**src/rtl/ex_mem_reg.sv**
```systemverilog
// EX/MEM pipeline register with a data-memory request FSM and an optional
// EX/MEM forwarding source (enabled by defining EX_MEM_FWD_EN).
module ex_mem_reg (
  input  logic        CLK,
  input  logic        RST,
  input  logic        jal_ex,
  input  logic        jalr_ex,
  input  logic        auipc_ex,
  input  logic        lui_ex,
  input  logic        WEN_ex,
  input  logic        memtoreg_ex,
  input  logic        dREN_ex,
  input  logic        dWEN_ex,
  input  logic        halt_ex,
  input  logic [31:0] presult_ex,
  input  logic [31:0] imm_ex,
  input  logic [31:0] imemaddr_ex,
  input  logic [31:0] imemload_ex,
  input  logic [31:0] storedata_ex,
  input  logic [4:0]  rd_ex,
  input  logic        ihit,
  input  logic        dhit,
  input  logic        flush_ex,
  input  logic        stall_ex,
  input  logic [31:0] dmemload,
  output logic        jal_mem,
  output logic        jalr_mem,
  output logic        auipc_mem,
  output logic        lui_mem,
  output logic        WEN_mem,
  output logic        memtoreg_mem,
  output logic        dREN_mem,
  output logic        dWEN_mem,
  output logic        halt_mem,
  output logic [31:0] presult_mem,
  output logic [31:0] imm_mem,
  output logic [31:0] imemaddr_mem,
  output logic [31:0] imemload_mem,
  output logic [31:0] storedata_mem,
  output logic [4:0]  rd_mem,
  output logic        dmemREN,
  output logic        dmemWEN,
  output logic [31:0] dmemaddr,
  output logic [31:0] dmemstore,
  output logic [31:0] dmemload_mem,
  output logic        mem_busy,
  output logic        fwd_valid,
  output logic [4:0]  fwd_rd,
  output logic [31:0] fwd_data,
  output logic [1:0]  state_dbg   // 0 = IDLE, 1 = REQ, 2 = DONE
);

  typedef enum logic [1:0] {IDLE = 2'd0, REQ = 2'd1, DONE = 2'd2} state_t;

  state_t state;
  logic   advance;

  // Handshake: the memory request is held (dmemREN/dmemWEN high) while in REQ
  // until dhit; the pipe advances only when ihit=1, stall_ex=0, mem_busy=0 and
  // the register is not halted, so a REQ that sees dhit releases the pipe at once.
  assign mem_busy  = (state == REQ) & ~dhit;
  assign advance   = ihit & ~stall_ex & ~mem_busy & ~halt_mem;
  assign state_dbg = state;

  assign dmemREN   = (state == REQ) & dREN_mem;
  assign dmemWEN   = (state == REQ) & dWEN_mem;
  assign dmemaddr  = (state == REQ) ? presult_mem   : 32'd0;
  assign dmemstore = (state == REQ) ? storedata_mem : 32'd0;

  always_ff @(posedge CLK) begin
    if (RST) begin
      {jal_mem, jalr_mem, auipc_mem, lui_mem, WEN_mem, memtoreg_mem,
       dREN_mem, dWEN_mem, halt_mem} <= '0;
      presult_mem   <= '0;
      imm_mem       <= '0;
      imemaddr_mem  <= '0;
      imemload_mem  <= '0;
      storedata_mem <= '0;
      rd_mem        <= '0;
      dmemload_mem  <= '0;
      state         <= IDLE;
    end else if (!halt_mem) begin
      if (state == REQ && dhit) begin
        if (dREN_mem) dmemload_mem <= dmemload;
        state <= DONE;
      end
      // A later assignment to state wins when the pipe advances on the hit cycle.
      if (advance) begin
        if (flush_ex) begin
          {jal_mem, jalr_mem, auipc_mem, lui_mem, WEN_mem, memtoreg_mem,
           dREN_mem, dWEN_mem, halt_mem} <= '0;
          presult_mem   <= '0;
          imm_mem       <= '0;
          imemaddr_mem  <= '0;
          imemload_mem  <= '0;
          storedata_mem <= '0;
          rd_mem        <= '0;
          state         <= IDLE;
        end else begin
          jal_mem       <= jal_ex;
          jalr_mem      <= jalr_ex;
          auipc_mem     <= auipc_ex;
          lui_mem       <= lui_ex;
          WEN_mem       <= WEN_ex;
          memtoreg_mem  <= memtoreg_ex;
          dREN_mem      <= dREN_ex;
          dWEN_mem      <= dWEN_ex;
          halt_mem      <= halt_ex;
          presult_mem   <= presult_ex;
          imm_mem       <= imm_ex;
          imemaddr_mem  <= imemaddr_ex;
          imemload_mem  <= imemload_ex;
          storedata_mem <= storedata_ex;
          rd_mem        <= rd_ex;
          state         <= (dREN_ex | dWEN_ex) ? REQ : IDLE;
        end
      end
    end
  end

`ifdef EX_MEM_FWD_EN
  // A load result is only forwardable once the data has come back.
  assign fwd_valid = WEN_mem & (rd_mem != 5'd0) & ~(memtoreg_mem & (state != DONE));
  assign fwd_rd    = rd_mem;
  assign fwd_data  = memtoreg_mem ? dmemload_mem : presult_mem;
`else
  assign fwd_valid = 1'b0;
  assign fwd_rd    = 5'd0;
  assign fwd_data  = 32'd0;
`endif

endmodule

```
**config.mk**
```make
export PLATFORM = sky130hd
export DESIGN_NAME = ex_mem_reg
export DESIGN_NICKNAME = d
export VERILOG_FILES = /design/src/rtl/ex_mem_reg.sv
export SDC_FILE = /design/constraint.sdc
export NUM_CORES = 1
export LEC_CHECK = 0
export CORE_AREA = 2 2 204 206
export CTS_BUF_LIST = sky130_fd_sc_hd__clkbuf_16
export CTS_CLUSTER_SIZE = 24
export DETAILED_ROUTE_END_ITERATION = 8
export DIE_AREA = 0 0 206 208
export SYNTH_ARGS = -nofsm -noshare
export SYNTH_HDL_FRONTEND = slang
export SYNTH_SLANG_ARGS = --single-unit
```
**constraint.sdc**
```tcl
create_clock -name CLK -period 1.5 [get_ports CLK]
set_input_delay 0.3 -clock CLK [delete_from_list [all_inputs] [get_ports CLK]]
set_output_delay 0.3 -clock CLK [all_outputs]
set_load 0.1 [all_outputs]
```
Word level (Yosys, flattened, before mapping)
Index checks and enable logic that the tools add are counted.
- register bits: 208
- latch bits: 0
- RAM bits: 0
- memory bits (read-only): 0
- output and inout bits: 313
- logic and storage cells: 57
- memories kept: 0
- $add $sub $neg: 0
- multiply operators: 0
- divide/modulo/power cells: 0
- $lt $le $gt $ge: 0
- eq/ne operators: 1
- shift operators: 0
- multiplexer cells: 23
- bitwise logic cells: 11
- reductions and logical operators: 5
- operators with widths (kind ; number):
    two-way mux 32 bit ; 7
    two-way mux 1 bit ; 13
    bitwise AND 1 bit ; 6
    two-way mux 5 bit ; 1
    two-way mux 2 bit ; 2
    NOT 1 bit ; 4
    AND reduction 2 bit ; 2
    AND reduction 3 bit ; 1
    == test 2 x 1 -> 1 bit (second input constant) ; 1
    nonzero test 2 bit ; 1
    logical AND 1 bit ; 1
    bitwise OR 1 bit ; 1

Depth between registers and ports, before layout
Gate-level depths: netlist of the first run.
- depth in word-level cells: 7
- depth in mapped cells: 7

Worst setup path after synthesis of the first run
OpenSTA, ideal clock, no wires.
- path kind: register -> output
- from: register state[0], in the netlist state_dbg[0]
- to: output dmemaddr[22]
- arrival: 2501 ps
- required time: 1200 ps
- setup slack: -1301 ps
- cell stages (with the launch flop): 6
- buffers on the path: 2
- path through: dfxtp_1 -> inv_1 -> nor2_1 -> buf_1 -> clkbuf_1 -> and2_1
- cells in the longest elaborated chain, start to end: 2
- RTL lines (element ; line ; source):
    start, declared ; 55 ; state_t state;
    start signal, assigned ; 115 ; state <= (dREN_ex | dWEN_ex) ? REQ : IDLE;
    == test 2 x 1 -> 1 bit ; 67 ; assign dmemaddr = (state == REQ) ? presult_mem : 32'd0;
    two-way mux 32 bit ; 67 ;
    end, declared ; 43 ; output logic [31:0] dmemaddr,
Every way passes these cells.

Worst setup path after layout of the first run
- from: register state[0], in the netlist state_dbg[0]
- to: output dmemstore[31]
- cells in the longest elaborated chain, start to end: 2
- RTL lines (element ; line ; source):
    == test 2 x 1 -> 1 bit ; 68 ; assign dmemstore = (state == REQ) ? storedata_mem : 32'd0;
    two-way mux 32 bit ; 68 ;
    end, declared ; 44 ; output logic [31:0] dmemstore,
Every way passes these cells.

==> metrics.md, run 1 <==
| Metric | Value |
|---|---|
| Fill cells | 3539 |
| Setup ws final | -527 ps |
| Port Buffers | 486 |
| Reg2reg start | state_dbg[0] |
| Storage element area | 0.00426 mm2 |
| Top cells by count, synth | dfxtp_1, a21oi_1, nand4b_1 |
| Max Transition Viols Final | 0 |
| Slowest CP cell | dfxtp_4 |
| Total Die Area | 0.0428 mm2 |
| Worst-path clk slew | 60 ps |
| Post-synth top flop | dfxtp_1 |
| Max frequency | 0.493 GHz |
| RePlAce Congestion | 0.810 |
| Starting Density | 23.7% |
| Layout cells sized above 1 | 46.2% |
| Async SR Flop Fraction | 0% |
| Total power | 16100 uW |
| Drt via density | 4.90 |
| WHS | 200 ps |
| WP data arrival | 1730 ps |
| Die Span X | 206 um |
| Area occupied by multi-input gates | 0.00550 mm2 |
| Dpl ws | -480 ps |
| Syn Inst Count | 1079 |
| HP Class | in -> reg |
| Synth-to-Final Area Change | 114% |
| Yosys reg bits | 208 |
| Required @ worst endpoint | 1200 ps |
| Tightest Pin Transition | 906 ps |
| Post-Syn Area | 0.00960 mm2 |
| Outcome | finished with violations |
| Critical path fanouts, max | 15 |
| CORE AREA | 0.0406 mm2 |
| Later-pin clock latency in the skew report | 540 ps |
| Relative max-transition margin | 39.6% |
| Clk_skew | 9.60 ps |
| Max rail drop VDD | 0.000816 V |
| Pin count of the biggest net entering global routing | 95 |
| Setup TNS | -87050 ps |
| Yosys cell types | 29 |
| Worst Min Path Start | RST |
| Total Routing Usage GR | 19.2% |
| Vias in the first global route | 10170 |
| Post-synth EDFFs | 0 |
| Cell-by-cell listing of the critical path | inv_2, nor2_4, buf_12, buf_12, and2_4, buf_12 |
| Post-DR wirelength/cell | 20.9 um |
| Critical path's most frequent cell | buf_12 |
| Initial antenna violation count | 3 |
| RSZ-0062 raised after global routing | true |
| R2r setup slk | -390 ps |
| Final ANT Viol Nets | 0 |
| First-pass GRT wire length | 64100 um |
| Cell Rows | 74 |
| Initial drt markers | 431 |
| Worst r2r dst | presult_mem[11] |
| Clock Sinks | 208 |
| CTS Hold Bufs | 0 |
| Min-Delay Endpoint | dmemload_mem[16] |
| Most numerous cell in the Yosys netlist | dfxtp_1 |
| Die H | 208 um |
| Post-layout min period | 2030 ps |
| Leading area contributor after synthesis | dfxtp_1 |
| DRT Pass-1 Iters | 6 |
| Post-detail-place hpwl | 29500 um |
| Worst Setup Start Kind | register |
| Kind of critical path | reg -> out |
| Final WL | 44200 um |
| Hold path depth | 3 |
| Cts bufs inserted | 26 |
| LEAKAGE | 0.00722 uW |
| Max_cap viols | 0 |
| DRC | 0 |
| GR Overflow Total | 0 |
| H-tree Lvls | 1 |
| Worst stage delay on the critical path | 360 ps |
| Avg Inst Size Synth | 8.89 um2 |
| Setup violators final | 260 |
| Nets | 1778 |
| Yosys warning count | 0 |
| Sequential fraction of the synthesis area | 43.4% |
| Endpoint class of the critical path | output port |
| Clk root buf | clkbuf_16 |
| PD cells | 786 mW/mm2 |
| Final Hold Fails | 0 |
| Top-area cell type share of the netlist area | 43.4% |
| CTS tree | built |
| Reg2Reg Depth | 11 |
| Dominant cells by area after synthesis | dfxtp_1, nand4b_1, a21oi_1, o21ai_0, and2_1 |
| Longest Clk Path Bufs | 3 |
| I/O Pins | 525 |
| Period utilization | 135% |
| Vias | 10369 |
| Failing checks | setup timing |
[worst max-delay path by stage]
| stage | endpoint | slack, ps | startpoint |
|---|---|---|---|
| floorplan | imm_mem[14] | -210 | state_dbg[0] |
| global placement | state_dbg[0] | -460 | dhit |
| detailed placement | state_dbg[0] | -480 | dhit |
| CTS | dmemaddr[31] | -570 | state_dbg[0] |
| global route | dmemstore[1] | -600 | state_dbg[0] |
| finish | dmemstore[31] | -530 | state_dbg[0] |
[per-layer routing]
metal  vias up  track usage, %  routed length (um)
met3        80            7.08                4530
met4         2            5.96                1380
met1      4985            23.1               17100
met2       470            31.6               21200
li1       4832               -                   -
met5         -               0                  13
[logic make-up (layout without fill, tap and decap cells)]
logic type,count (synthesis),count (layout),share of synthesized area [%]
compound gates,350,350,18.4
simple gates,314,314,25.1
flops,208,208,43.4
buf+inv,174,642,9.73
mux,32,32,3.34
other cells,1,40,0.0391
[critical path: cells and delay by family, from the launching register on]
family	cells	cell delay (ps)
and+or+nand+nor	2	250
buffers and inverters	4	550
DFF	1	360
[area by class of cell]
type / count / area share, %
timing repair buffer: 593 / 45.1
inverter: 3 / 0.0670
clock inverter: 18 / 0.664
multi-input combinational: 734 / 26.8
clock buffer: 28 / 3.41
antenna: 2 / 0.0244
sequential: 208 / 20.7
tap: 532 / 3.24
[through the flow]
stage / util [%] / area (um2) / cells
final: 50.6 / 20500 / 2118
after global routing: 50.6 / 20500 / 2118
after CTS: 49.1 / 19900 / 2107
after detailed placement: 44.8 / 18200 / 2029
after global placement: 44.8 / 18200 / 2029
after floorplan: - / 10000 / 1116
[cells in the final DEF, fill, tap and decap left out, types with 2 or more instances in the layout]
| cell | n |
|---|---|
| dfxtp_2 | 65 |
| buf_12 | 312 |
| nand4b_1 | 173 |
| o21ai_0 | 8 |
| inv_1 | 2 |
| or3b_4 | 2 |
| and2_4 | 64 |
| mux2i_1 | 31 |
| buf_4 | 35 |
| diode_2 | 2 |
| clkinv_1 | 4 |
| a21oi_2 | 27 |
| clkinv_2 | 10 |
| buf_16 | 9 |
| conb_1 | 38 |
| dfxtp_1 | 139 |
| a21oi_1 | 146 |
| buf_8 | 7 |
| o21ai_2 | 128 |
| buf_6 | 16 |
| dfxtp_4 | 4 |
| o21ai_4 | 7 |
| clkbuf_16 | 33 |
| o21ai_1 | 30 |
| clkdlybuf4s50_1 | 209 |
| bufinv_16 | 2 |
| nand2b_1 | 64 |
| and2_2 | 2 |
[where the power goes]
group / internal (uW) / total, uW / leakage [uW] / switching (uW)
clock: 3680 / 6300 / 0.000424 / 2610
combinational: 1560 / 3970 / 0.00508 / 2410
sequential: 5680 / 5880 / 0.00172 / 202
total: 10900 / 16100 / 0.00722 / 5230
[flip-flops by register name, indices dropped and copies added (netlist names)]
signal         count
imemaddr_mem      32
presult_mem       32
auipc_mem          1
storedata_mem     32
halt_mem           1
memtoreg_mem       1
state_dbg          2
jalr_mem           1
imm_mem           32
lui_mem            1
rd_mem             5
dmemload_mem      32
jal_mem            1
dWEN_mem           1
WEN_mem            1
dREN_mem           1
imemload_mem      32
[what timing repair did]
action | in CTS | in global routing
setup endpoints to repair | 224 | 286
pin swaps | 110 | 204
gates resized for setup | 137 | 236
setup buffers | 19 | 18
hold endpoints to repair | 0 | 0
gates cloned | 14 | 6
Note: power is estimated with default switching activity, not from simulation.
==> run 2: changes to the inputs <==
--- a/config.mk
+++ b/config.mk
@@ -5,11 +5,15 @@
 export SDC_FILE = /design/constraint.sdc
 export NUM_CORES = 1
 export LEC_CHECK = 0
-export CORE_AREA = 2 2 204 206
+export CELL_PAD_IN_SITES_DETAIL_PLACEMENT = 1
+export CELL_PAD_IN_SITES_GLOBAL_PLACEMENT = 2
+export CORE_UTILIZATION = 19
 export CTS_BUF_LIST = sky130_fd_sc_hd__clkbuf_16
 export CTS_CLUSTER_SIZE = 24
 export DETAILED_ROUTE_END_ITERATION = 8
-export DIE_AREA = 0 0 206 208
+export GPL_ROUTABILITY_DRIVEN = 0
+export GPL_TIMING_DRIVEN = 0
+export PLACE_DENSITY_LB_ADDON = 0.1
 export SYNTH_ARGS = -nofsm -noshare
 export SYNTH_HDL_FRONTEND = slang
 export SYNTH_SLANG_ARGS = --single-unit
==> run 2 against run 1 <==
Net effect: the flow still finishes with violations (setup timing); clock power down 3.8%; first-iteration DRC count is 19% lower; clock skew rose by 0.94 ps; register-to-register slack improved by 130 ps; worst hold slack improved by 99 ps; core utilization decreased by 13 points; cell count is 11% higher; design area is 9.3% lower; non-clock buffer count up 96; largest cell class unchanged.
==> metrics.md, run 2 (synthesized netlist as in run 1, its figures left out) <==
| Metric | Value |
|---|---|
| Crit path buffers/inverters | 1 |
| Setup ws final | -664 ps |
| PD cells | 837 mW/mm2 |
| Hold path depth | 3 |
| Die H | 227 um |
| Levels on crit path | 1 |
| Max Transition Viols Final | 0 |
| Die Span X | 227 um |
| Failing checks | setup timing |
| Total power | 15600 uW |
| Max_cap viols | 0 |
| Final Hold Fails | 0 |
| Clk root buf | clkbuf_16 |
| Clk_skew | 10.5 ps |
| Layout cells sized above 1 | 37.4% |
| HP Class | in -> reg |
| LEAKAGE | 0.00700 uW |
| Kind of critical path | reg -> out |
| RSZ-0062 raised after global routing | true |
| Critical path fanouts, max | 5 |
| Max frequency | 0.462 GHz |
| DRC | 0 |
| Drt via density | 4.49 |
| First-pass GRT wire length | 72100 um |
| Max rail drop VDD | 0.000573 V |
| Tightest Pin Transition | 1070 ps |
| Commonest cells after routing, fill and taps aside | buf_6, clkdlybuf4s50_1, nand4b_1, a21oi_1, dfxtp_1 |
| Most common cell after layout, fill and taps aside | buf_6 |
| Final WL | 51100 um |
| Final ANT Viol Nets | 0 |
| Post-detail-place hpwl | 36700 um |
| WP data arrival | 1860 ps |
| Worst stage delay on the critical path | 940 ps |
| Total Die Area | 0.0514 mm2 |
| Setup violators final | 234 |
| Reg2Reg Depth | 8 |
| Slowest CP cell | dlygate4sd2_1 |
| I/O Pins | 525 |
| Pin count of the biggest net entering global routing | 14 |
| Vias | 10578 |
| Vias in the first global route | 11222 |
| Starting Density | 19.4% |
| Nets | 1876 |
| Longest Clk Path Bufs | 3 |
| Endpoint class of the critical path | output port |
| R2r setup slk | -260 ps |
| Later-pin clock latency in the skew report | 560 ps |
| Clock Sinks | 208 |
| Post-layout min period | 2160 ps |
| CTS Hold Bufs | 0 |
| Worst Setup Start Kind | register |
| Cell-by-cell listing of the critical path | dlygate4sd2_1 |
| Initial drt markers | 348 |
| Setup TNS | -68840 ps |
| Port Buffers | 484 |
| Delay-heaviest family, CP | buffers and inverters |
| Relative max-transition margin | 29.1% |
| Worst-path clk slew | 50 ps |
| Outcome | finished with violations |
| Cell Rows | 81 |
| Period utilization | 144% |
| Total Routing Usage GR | 18.6% |
| Post-DR wirelength/cell | 21.7 um |
| H-tree Lvls | 1 |
| GR Overflow Total | 0 |
| Cts bufs inserted | 28 |
| DRT Pass-1 Iters | 5 |
| Synth-to-Final Area Change | 94.2% |
| CORE AREA | 0.0494 mm2 |
| Initial antenna violation count | 13 |
| CTS tree | built |
| Required @ worst endpoint | 1200 ps |
==> run 2: final cells by class <==
class / instances / area [um2]
Multi-Input combinational cell: 734 / 4920
Clock buffer: 29 / 726
Timing Repair Buffer: 522 / 6390
Sequential cell: 208 / 4270
Fill cell: 5501 / 30700
Clock inverter: 22 / 87.6
Antenna cell: 8 / 20.0
Tap cell: 664 / 831
Buffer: 167 / 1380
Inverter: 3 / 16.3
==> run 2: per-layer routing <==
layer	vias up	track usage, %	wire (um)
met5	-	0	78
met4	12	4.38	973
met3	64	6.54	4240
met2	330	32.3	25300
met1	5156	21.6	20400
li1	5016	-	-
==> run 2: metrics by stage <==
step | hold WS (ps) | cells | instance area (um2) | setup WS, ps | utilization [%]
finish | 299 | 2357 | 18600 | -664 | 37.7
global route | 306 | 2353 | 18600 | -728 | 37.7
floorplan | 455 | 1116 | 10000 | -209 | -
detailed placement | 462 | 2264 | 15700 | -1630 | 31.9
global placement | 456 | 2264 | 15700 | -1620 | 31.9
CTS | 272 | 2327 | 17900 | -711 | 36.3
==> run 2: report_power, final <==
| part | internal, uW | switching [uW] | leakage [uW] | total [uW] |
|---|---|---|---|---|
| Sequential | 5680 | 139 | 0.00172 | 5820 |
| Combinational | 1320 | 2390 | 0.00486 | 3720 |
| Clock | 3440 | 2620 | 0.000424 | 6060 |
| Total | 10400 | 5160 | 0.00700 | 15600 |
==> run 2: worst min-delay path, cell delays in order <==
cell,delay [ps]
clkbuf_1,280
nand4b_1,160
a21oi_1,60
==> run 2: worst paths after layout <==
path                     from                to
max reg2reg      state_dbg[1]  imemaddr_mem[25]
max              state_dbg[0]      state_dbg[0]
min reg2reg  imemaddr_mem[19]  imemaddr_mem[19]
min                  flush_ex    presult_mem[1]
==> run 2: repair_timing <==
action	CTS	global route
resized for setup	2154	185
setup endpoints to repair	481	308
pin swaps	8	40
hold endpoints to repair	0	0
gates cloned	0	10
setup buffers	13	17
